**src/rtl/ex_stage.sv**
```systemverilog
// ex_stage: MIPS execute stage. Combinational ALU plus a radix-2 restoring
// divider for DIV/DIVU that is compiled in only when EX_DIV_EN is defined.
module ex_stage (
   input  logic        clk,
   input  logic        rst,
   input  logic        flush_i,
   input  logic [2:0]  ex_alusel,
   input  logic [7:0]  ex_aluop,
   input  logic [31:0] ex_reg1,
   input  logic [31:0] ex_reg2,
   input  logic [4:0]  ex_wd,
   input  logic        ex_wreg,
   output logic [4:0]  wd_o,
   output logic        wreg_o,
   output logic [31:0] wdata_o,
   output logic        whilo_o,
   output logic [31:0] hi_o,
   output logic [31:0] lo_o,
   output logic        stallreq_o
);

   localparam logic       RstEnable    = 1'b1;
   localparam logic       WriteDisable = 1'b0;

   localparam logic [2:0] EXE_RES_NOP        = 3'b000;
   localparam logic [2:0] EXE_RES_LOGIC      = 3'b001;
   localparam logic [2:0] EXE_RES_SHIFT      = 3'b010;
   localparam logic [2:0] EXE_RES_ARITHMETIC = 3'b100;

   localparam logic [7:0] EXE_AND_OP  = 8'b0010_0100;
   localparam logic [7:0] EXE_OR_OP   = 8'b0010_0101;
   localparam logic [7:0] EXE_XOR_OP  = 8'b0010_0110;
   localparam logic [7:0] EXE_NOR_OP  = 8'b0010_0111;
   localparam logic [7:0] EXE_SLL_OP  = 8'b0111_1100;
   localparam logic [7:0] EXE_SRL_OP  = 8'b0000_0010;
   localparam logic [7:0] EXE_SRA_OP  = 8'b0000_0011;
   localparam logic [7:0] EXE_ADDU_OP = 8'b0010_0001;
   localparam logic [7:0] EXE_SUBU_OP = 8'b0010_0011;
   localparam logic [7:0] EXE_SLT_OP  = 8'b0010_1010;
   localparam logic [7:0] EXE_SLTU_OP = 8'b0010_1011;
   localparam logic [7:0] EXE_DIV_OP  = 8'b0001_1010;
   localparam logic [7:0] EXE_DIVU_OP = 8'b0001_1011;

   logic signed [31:0] reg1_s;
   logic signed [31:0] reg2_s;
   logic        [4:0]  sh;
   logic        [31:0] logic_res;
   logic        [31:0] shift_res;
   logic        [31:0] arith_res;
   logic        [31:0] alu_res;

   assign reg1_s = ex_reg1;
   assign reg2_s = ex_reg2;
   assign sh     = ex_reg1[4:0];

   always_comb begin
      logic_res = '0;
      shift_res = '0;
      arith_res = '0;
      case (ex_aluop)
         EXE_OR_OP:   logic_res = ex_reg1 | ex_reg2;
         EXE_AND_OP:  logic_res = ex_reg1 & ex_reg2;
         EXE_XOR_OP:  logic_res = ex_reg1 ^ ex_reg2;
         EXE_NOR_OP:  logic_res = ~(ex_reg1 | ex_reg2);
         EXE_SLL_OP:  shift_res = ex_reg2 << sh;
         EXE_SRL_OP:  shift_res = ex_reg2 >> sh;
         EXE_SRA_OP:  shift_res = $unsigned(reg2_s >>> sh);
         EXE_ADDU_OP: arith_res = ex_reg1 + ex_reg2;
         EXE_SUBU_OP: arith_res = ex_reg1 - ex_reg2;
         EXE_SLT_OP:  arith_res = {31'b0, (reg1_s < reg2_s)};
         EXE_SLTU_OP: arith_res = {31'b0, (ex_reg1 < ex_reg2)};
         default:     ;
      endcase
   end

   always_comb begin
      case (ex_alusel)
         EXE_RES_LOGIC:      alu_res = logic_res;
         EXE_RES_SHIFT:      alu_res = shift_res;
         EXE_RES_ARITHMETIC: alu_res = arith_res;
         EXE_RES_NOP:        alu_res = '0;
         default:            alu_res = '0;
      endcase
   end

`ifdef EX_DIV_EN
   localparam logic [1:0] DIV_FREE   = 2'd0;
   localparam logic [1:0] DIV_BYZERO = 2'd1;
   localparam logic [1:0] DIV_ON     = 2'd2;
   localparam logic [1:0] DIV_END    = 2'd3;

   function automatic logic [31:0] magnitude(input logic [31:0] v, input logic sgn);
      return (sgn && v[31]) ? (~v + 32'd1) : v;
   endfunction

   function automatic logic [31:0] cond_neg(input logic [31:0] v, input logic neg);
      return neg ? (~v + 32'd1) : v;
   endfunction

   logic        is_div;
   logic        is_signed;
   logic [1:0]  state_q, state_d;
   logic [4:0]  cnt_q, cnt_d;
   logic [31:0] dvd_q, dvd_d;
   logic [31:0] dvs_q, dvs_d;
   logic [31:0] rem_q, rem_d;
   logic [31:0] quot_q, quot_d;
   logic [31:0] remd_q, remd_d;
   logic        negq_q, negq_d;
   logic        negr_q, negr_d;
   logic [33:0] trial;
   logic        qbit;
   logic [31:0] step_rem;
   logic [31:0] step_quo;

   assign is_div    = (ex_aluop == EXE_DIV_OP) || (ex_aluop == EXE_DIVU_OP);
   assign is_signed = (ex_aluop == EXE_DIV_OP);

   // dvd_q shifts left each step: its top bit feeds the partial remainder and
   // the new quotient bit enters at the bottom, so it ends holding the quotient.
   assign trial    = {1'b0, rem_q, dvd_q[31]} - {2'b00, dvs_q};
   assign qbit     = ~trial[33];
   assign step_rem = qbit ? trial[31:0] : {rem_q[30:0], dvd_q[31]};
   assign step_quo = {dvd_q[30:0], qbit};

   always_comb begin
      state_d = state_q;
      cnt_d   = cnt_q;
      dvd_d   = dvd_q;
      dvs_d   = dvs_q;
      rem_d   = rem_q;
      quot_d  = quot_q;
      remd_d  = remd_q;
      negq_d  = negq_q;
      negr_d  = negr_q;
      case (state_q)
         DIV_FREE: begin
            if (is_div && !flush_i) begin
               if (ex_reg2 == 32'd0) begin
                  state_d = DIV_BYZERO;
               end else begin
                  dvd_d   = magnitude(ex_reg1, is_signed);
                  dvs_d   = magnitude(ex_reg2, is_signed);
                  rem_d   = '0;
                  cnt_d   = '0;
                  negq_d  = is_signed && (ex_reg1[31] ^ ex_reg2[31]);
                  negr_d  = is_signed && ex_reg1[31];
                  state_d = DIV_ON;
               end
            end
         end
         DIV_BYZERO: begin
            quot_d  = '0;
            remd_d  = '0;
            state_d = DIV_END;
         end
         DIV_ON: begin
            rem_d = step_rem;
            dvd_d = step_quo;
            cnt_d = cnt_q + 5'd1;
            if (cnt_q == 5'd31) begin
               quot_d  = cond_neg(step_quo, negq_q);
               remd_d  = cond_neg(step_rem, negr_q);
               state_d = DIV_END;
            end
         end
         DIV_END: state_d = DIV_FREE;
         default: state_d = DIV_FREE;
      endcase
      if (flush_i) begin
         state_d = DIV_FREE;
      end
   end

   always_ff @(posedge clk or posedge rst) begin
      if (rst == RstEnable) begin
         state_q <= DIV_FREE;
         cnt_q   <= '0;
         dvd_q   <= '0;
         dvs_q   <= '0;
         rem_q   <= '0;
         quot_q  <= '0;
         remd_q  <= '0;
         negq_q  <= 1'b0;
         negr_q  <= 1'b0;
      end else begin
         state_q <= state_d;
         cnt_q   <= cnt_d;
         dvd_q   <= dvd_d;
         dvs_q   <= dvs_d;
         rem_q   <= rem_d;
         quot_q  <= quot_d;
         remd_q  <= remd_d;
         negq_q  <= negq_d;
         negr_q  <= negr_d;
      end
   end
`else
   logic unused_div_inputs;
   assign unused_div_inputs = clk ^ flush_i;
`endif

   always_comb begin
      wd_o       = ex_wd;
      wreg_o     = ex_wreg;
      wdata_o    = alu_res;
      whilo_o    = 1'b0;
      hi_o       = '0;
      lo_o       = '0;
      stallreq_o = 1'b0;
`ifdef EX_DIV_EN
      if (is_div && !flush_i) begin
         stallreq_o = (state_q != DIV_END);
         if (state_q == DIV_END) begin
            whilo_o = 1'b1;
            hi_o    = remd_q;
            lo_o    = quot_q;
         end
      end
`endif
      if (rst == RstEnable) begin
         wd_o       = '0;
         wreg_o     = WriteDisable;
         wdata_o    = '0;
         whilo_o    = 1'b0;
         hi_o       = '0;
         lo_o       = '0;
         stallreq_o = 1'b0;
      end
   end

endmodule
```
**config.mk**
```make
export PLATFORM = sky130hd
export DESIGN_NAME = ex_stage
export DESIGN_NICKNAME = d
export VERILOG_FILES = /design/src/rtl/ex_stage.sv
export SDC_FILE = /design/constraint.sdc
export NUM_CORES = 1
export LEC_CHECK = 0
export ABC_AREA = 1
export CAP_MARGIN = 10
export CORE_MARGIN = 2
export CORE_UTILIZATION = 50
export DETAILED_ROUTE_END_ITERATION = 8
export PLACE_DENSITY = 0.76
export SLEW_MARGIN = 0
export SYNTH_ARGS = -nofsm -noshare
export SYNTH_HDL_FRONTEND = slang
export SYNTH_SLANG_ARGS = --single-unit
export TNS_END_PERCENT = 100
```
**constraint.sdc**
```tcl
create_clock -name vclk -period 4.8
set_input_delay 0.96 -clock vclk [all_inputs]
set_output_delay 0.96 -clock vclk [all_outputs]
set_load 0.02 [all_outputs]
```
==> results of run 1 <==
## tightest hold or removal path, delay by kind of cell
family / cells / cell delay (ns)
AOI/OAI and AO/OA: 3 / 0.35
adders and majority gates: 1 / 0.19
buffers and inverters: 3 / 0.43
## kinds of logic (layout without fill, tap and decap cells)
kind of cell             after synthesis  in the layout  synth area share
buffers and inverters                508            815             0.197
XOR/XNOR                               1              1          0.000773
adder cells (fa/ha/maj)              101            101             0.113
other                                  1             66          0.000331
AO/OA/AOI/OAI                        289            289             0.140
AND/OR/NAND/NOR                     1475           1475             0.549
## layer usage
layer	vias up	GRT usage	wire [um]
met3	239	0.0516	6570
met5	-	0	0
met4	0	0.246	4070
met2	1257	0.697	22900
li1	8135	-	-
met1	7601	0.600	22300
## per-stage QoR
| stage | setup TNS [ns] | hold WS (ns) | setup WS, ns | power [uW] |
|---|---|---|---|---|
| floorplan | 0 | 2.00 | 0.417 | 774 |
| global placement | -5.95 | 2.92 | -0.352 | 1310 |
| detailed placement | -6.33 | 2.93 | -0.394 | 1340 |
| CTS | 0 | 2.93 | 0.0114 | 1340 |
| global route | -0.0392 | 2.92 | -0.0270 | 1510 |
| finish | -0.00567 | 2.89 | -0.00567 | 1400 |
## power by group
group	internal (uW)	switching, uW	total, uW
Combinational	533	869	1400
Sequential	0	0	0
Clock	0	0	0
Total	533	869	1400
## timing repair
| action | in CTS | in global routing |
|---|---|---|
| pin swaps | 0 | 1 |
| hold buffers | 0 | 0 |
| endpoints found under the setup margin | 30 | 29 |
| buffers inserted | 0 | 3 |
| resized for setup | 50 | 58 |
| gates cloned | 0 | 0 |
## worst paths after layout
path	start	end	slack, ns	depth (start not counted)
worst max-delay path	ex_aluop[0]	wdata_o[6]	-0.006	13
worst min-delay path	ex_reg1[2]	wdata_o[2]	2.89	7
## cell usage in the layout (no fill, tap or decap), types with 4 or more instances in the layout
cell             synthesis  routed
buf_12                   0      11
dlygate4sd2_1            0       7
nand2_2                  5       9
o21bai_1                 7       7
or2_2                    4       4
nor2_1                 199     192
conb_1                   1      66
ha_1                    99      90
o21ai_0                 92      90
nor3_1                  19      19
a21oi_1                122     117
buf_4                   74     330
o21ai_1                  5       7
clkbuf_2                 0      13
o22ai_1                 25      25
nor2_4                  10      10
clkdlybuf4s50_1          0      85
nor2_2                  10      17
a31oi_1                  6       6
nand3_1                340     338
a21oi_2                  0       5
ha_2                     0       9
o211ai_1                18      18
inv_1                  336     335
buf_2                   43       5
and2_1                  15      15
nand3b_1                 5       5
o21a_1                   6       6
nand2_1                847     843
inv_2                   13      14
nand4_1                 13      13
dlymetal6s2s_1           0       6
## final cells by class
| cell class | instances | area (um2) | area share |
|---|---|---|---|
| Inverter | 351 | 1320 | 0.0881 |
| Multi-Input combinational cell | 1932 | 9420 | 0.630 |
| Tap cell | 285 | 357 | 0.0238 |
| Timing Repair Buffer | 464 | 3860 | 0.258 |
==> results_dict.tcl, run 1 <==
set metrics [dict create \
    power_density_nw_per_um2 93.7 \
    grt_pass1_vias 15500 \
    min_path_type "input pin to primary output" \
    drv_cap 0 \
    wire_per_inst_um 18.4 \
    avgSynthCellArea_um2 4.77 \
    synth_cell_types 41 \
    power.leakage_uw 0.00857 \
    hpwl_mm 46.3 \
    cp-start-kind "input pin" \
    ios 188 \
    gr-total-overflow 0 \
    crit_chain "clkdlybuf4s50_1 -> buf_4 -> nor2_4 -> nand2_1 -> nor2_4 -> nor2_4 -> nor2_4 -> buf_4 -> a21oi_1 -> nand2_1 -> nand2_1 -> a21oi_1 -> clkdlybuf4s50_1" \
    relSlewSlack 0.650 \
    slowest_stage "clkdlybuf4s50_1" \
    worst-setup-path-type "input pin to primary output" \
    slew_violations 0 \
    cpMostUsedCell "nor2_4" \
    fin_crit_sh 1.00 \
    start_util 0.505 \
    crit_buf_inv 4 \
    cp.required_ns 3.84 \
    syn_area_um2 11300 \
    num_antenna_cells 0 \
    grt_max_degree 73 \
    finalWorstSetupSlack_ns -0.00567 \
    rsz0062_at_grt "yes" \
    fp.coreArea_um2 22400 \
    critPathCaptureType "primary output" \
    violations "setup timing" \
    die_h_um 155 \
    status "finished, violations left" \
    die_area_um2 23900 \
    grt_usage 0.447 \
    synth.most_common_cell "nand2_1" \
    min_period_ns 4.81 \
    via_per_inst 5.68 \
    max_freq_mhz 208 \
    synth_cells 2375 \
    max_stage_delay_ns 0.65 \
    rows 55 \
    crit_fanout 8 \
    place_inst 3029 \
    drt_iter0_drc 2300 \
    hold_viol_final 0 \
    area_growth_pct 31.9 \
    fin_area_um2 15000 \
    antenna_found_initial 0 \
    seq_cell_count 0 \
    final_core_util 0.667 \
    yosysSeqAreaShare 0 \
    port_buffers 120 \
    crit_family "buffers and inverters" \
    yosys_warnings 0 \
    fp.dieW_um 155 \
    place_area_um2 14900 \
    wl_mm 55.9 \
    num_vias 17200 \
    synthTopCellsByCount "nand2_1 (847), nand3_1 (340), inv_1 (336), nor2_1 (199), a21oi_1 (122)" \
    clkbuf_count 0 \
    crit_arrival_ns 3.85 \
    drive_above_1_share 0.159 \
    yosysTopAreaCellShare 0.280 \
    grt_pass1_wl_mm 83.8 \
    place_congestion 1.12 \
    route.detailed.drc 0 \
    nFillCells 2248 \
    register_area_um2 0 \
    irDropWorstVdd_v 0.0000928 \
    layout.cells.non_filler 3032 \
    synth_area_leaders "nand2_1 (28%), nand3_1 (15%), inv_1 (11%)" \
    antenna_left 0 \
    layout.nets 2934 \
    first_pass_iters 9 \
    setup_violations 1 \
    synth_top_cell_by_area "nand2_1" \
    worst_pin_slew_ns 0.520 \
]
Note: power is estimated with default switching activity, not from simulation.
==> run 2, diff against run 1 <==
- MAX_ROUTING_LAYER: default -> met4
- PLACE_DENSITY: 0.76 -> 0.79
- clock period: 4.8 -> 4 ns (I/O delays scaled with it)
==> run 2 against run 1 <==
Wire length increased by 8.5%. Critical endpoint is now wdata_o[8]. Total power grew 41%. The flow still finishes with violations (setup timing). Cell count increased by 3.7%. Largest cell class unchanged. Sequential cell count unchanged. Utilization increased by 9.5 points. Largest power group unchanged. First-iteration DRC count up 8.2%. Highest routed layer unchanged.
==> results_dict.tcl, run 2 (synthesized netlist as in run 1, its figures left out) <==
set metrics [dict create \
    violations "setup timing" \
    port_buffers 120 \
    grt_pass1_vias 16300 \
    min_path_type "input pin to primary output" \
    irDropWorstVdd_v 0.0000840 \
    fin_area_um2 17100 \
    relSlewSlack 0.569 \
    antenna_found_initial 0 \
    place_congestion 1.13 \
    critPathCaptureType "primary output" \
    ios 188 \
    rows 55 \
    drv_cap 0 \
    grt_max_degree 49 \
    min_period_ns 4.16 \
    power.leakage_uw 0.00935 \
    wire_per_inst_um 19.3 \
    final_common_cell "nand2_1" \
    max_freq_mhz 240 \
    slew_violations 0 \
    layout.cells.non_filler 3143 \
    worst_pin_slew_ns 0.640 \
    fp.coreArea_um2 22400 \
    grt_pass1_wl_mm 86.8 \
    setup_violations 15 \
    fin_crit_sh 1.04 \
    gr-total-overflow 0 \
    num_antenna_cells 0 \
    num_vias 18300 \
    first_pass_iters 9 \
    clkbuf_count 0 \
    cp-start-kind "input pin" \
    worst-setup-path-type "input pin to primary output" \
    rsz0062_at_grt "yes" \
    cp.required_ns 3.20 \
    hpwl_mm 47.2 \
    finalPower_uw 1980 \
    die_h_um 155 \
    drive_above_1_share 0.289 \
    final_cell_mix "nand2_1 (757), buf_4 (450), nand3_1 (331)" \
    wl_mm 60.7 \
    crit_arrival_ns 3.36 \
    antenna_left 0 \
    grt_usage 0.474 \
    finalWorstSetupSlack_ns -0.159 \
    crit_fanout 10 \
    start_util 0.505 \
    totalNegativeSetupSlack_ns -0.552 \
    status "finished, violations left" \
    route.detailed.drc 0 \
    final_core_util 0.761 \
    drt_iter0_drc 2488 \
    place_area_um2 15800 \
    seq_cell_count 0 \
    die_area_um2 23900 \
    place_inst 3128 \
    layout.nets 3045 \
    register_area_um2 0 \
    fp.dieW_um 155 \
    hold_viol_final 0 \
    cts_hold_buf 0 \
    via_per_inst 5.84 \
    area_growth_pct 50.6 \
    power_density_nw_per_um2 116 \
]
==> run 2: timing repair <==
item	4_1_cts	5_1_grt
pin swaps	10	84
gates resized for setup	242	309
endpoints found under the hold margin	0	0
endpoints found under the setup margin	32	32
cloned	0	0
setup buffers	1	14
==> run 2: worst max-delay path: stages <==
cell and delay (ns):
clkdlybuf4s50_1 0.48, buf_4 0.18, buf_4 0.14, nand2_1 0.13, nor2_1 0.07, nand2_1 0.16, inv_2 0.10, buf_12 0.16
buf_4 0.16, nand2_1 0.08, o21ai_0 0.12, o21ai_0 0.31, nand2_1 0.13, nor2_1 0.12, nor2_1 0.06, buf_2 0.17
==> run 2: path summary, 6_finish.rpt <==
kind | start | endpoint | slack, ns | cells past startpoint
max | ex_aluop[2] | wdata_o[8] | -0.16 | 16
min | ex_reg2[12] | wdata_o[12] | 2.46 | 10
==> run 2: metrics by stage <==
stage | hold WS, ns | worst slack (ns)
floorplan | 1.68 | 0.0161
global placement | 2.60 | -0.740
detailed placement | 2.60 | -0.813
CTS | 2.60 | -0.0627
global route | 2.54 | -0.268
finish | 2.46 | -0.159
==> run 2: where the power goes <==
group	total [uW]	switching, uW	internal, uW
Clock	0	0	0
Combinational	1980	1190	790
Sequential	0	0	0
==> run 2: final cells by class <==
class / instances / area, um2
fillers: 1888 / 5350
inverters: 351 / 1320
well taps: 285 / 357
multi-input cells: 1932 / 10600
repair buffers: 575 / 4810
==> run 2: metal layers <==
| metal | share of wire | up-vias | GRT usage | routed length, um |
|---|---|---|---|---|
| met5 | 0 | - | - | 0 |
| met4 | 0.083 | 0 | 0.277 | 5030 |
| met3 | 0.13 | 346 | 0.0787 | 8020 |
| met2 | 0.41 | 1462 | 0.705 | 25000 |
| met1 | 0.37 | 8171 | 0.604 | 22700 |
| li1 | - | 8361 | - | - |
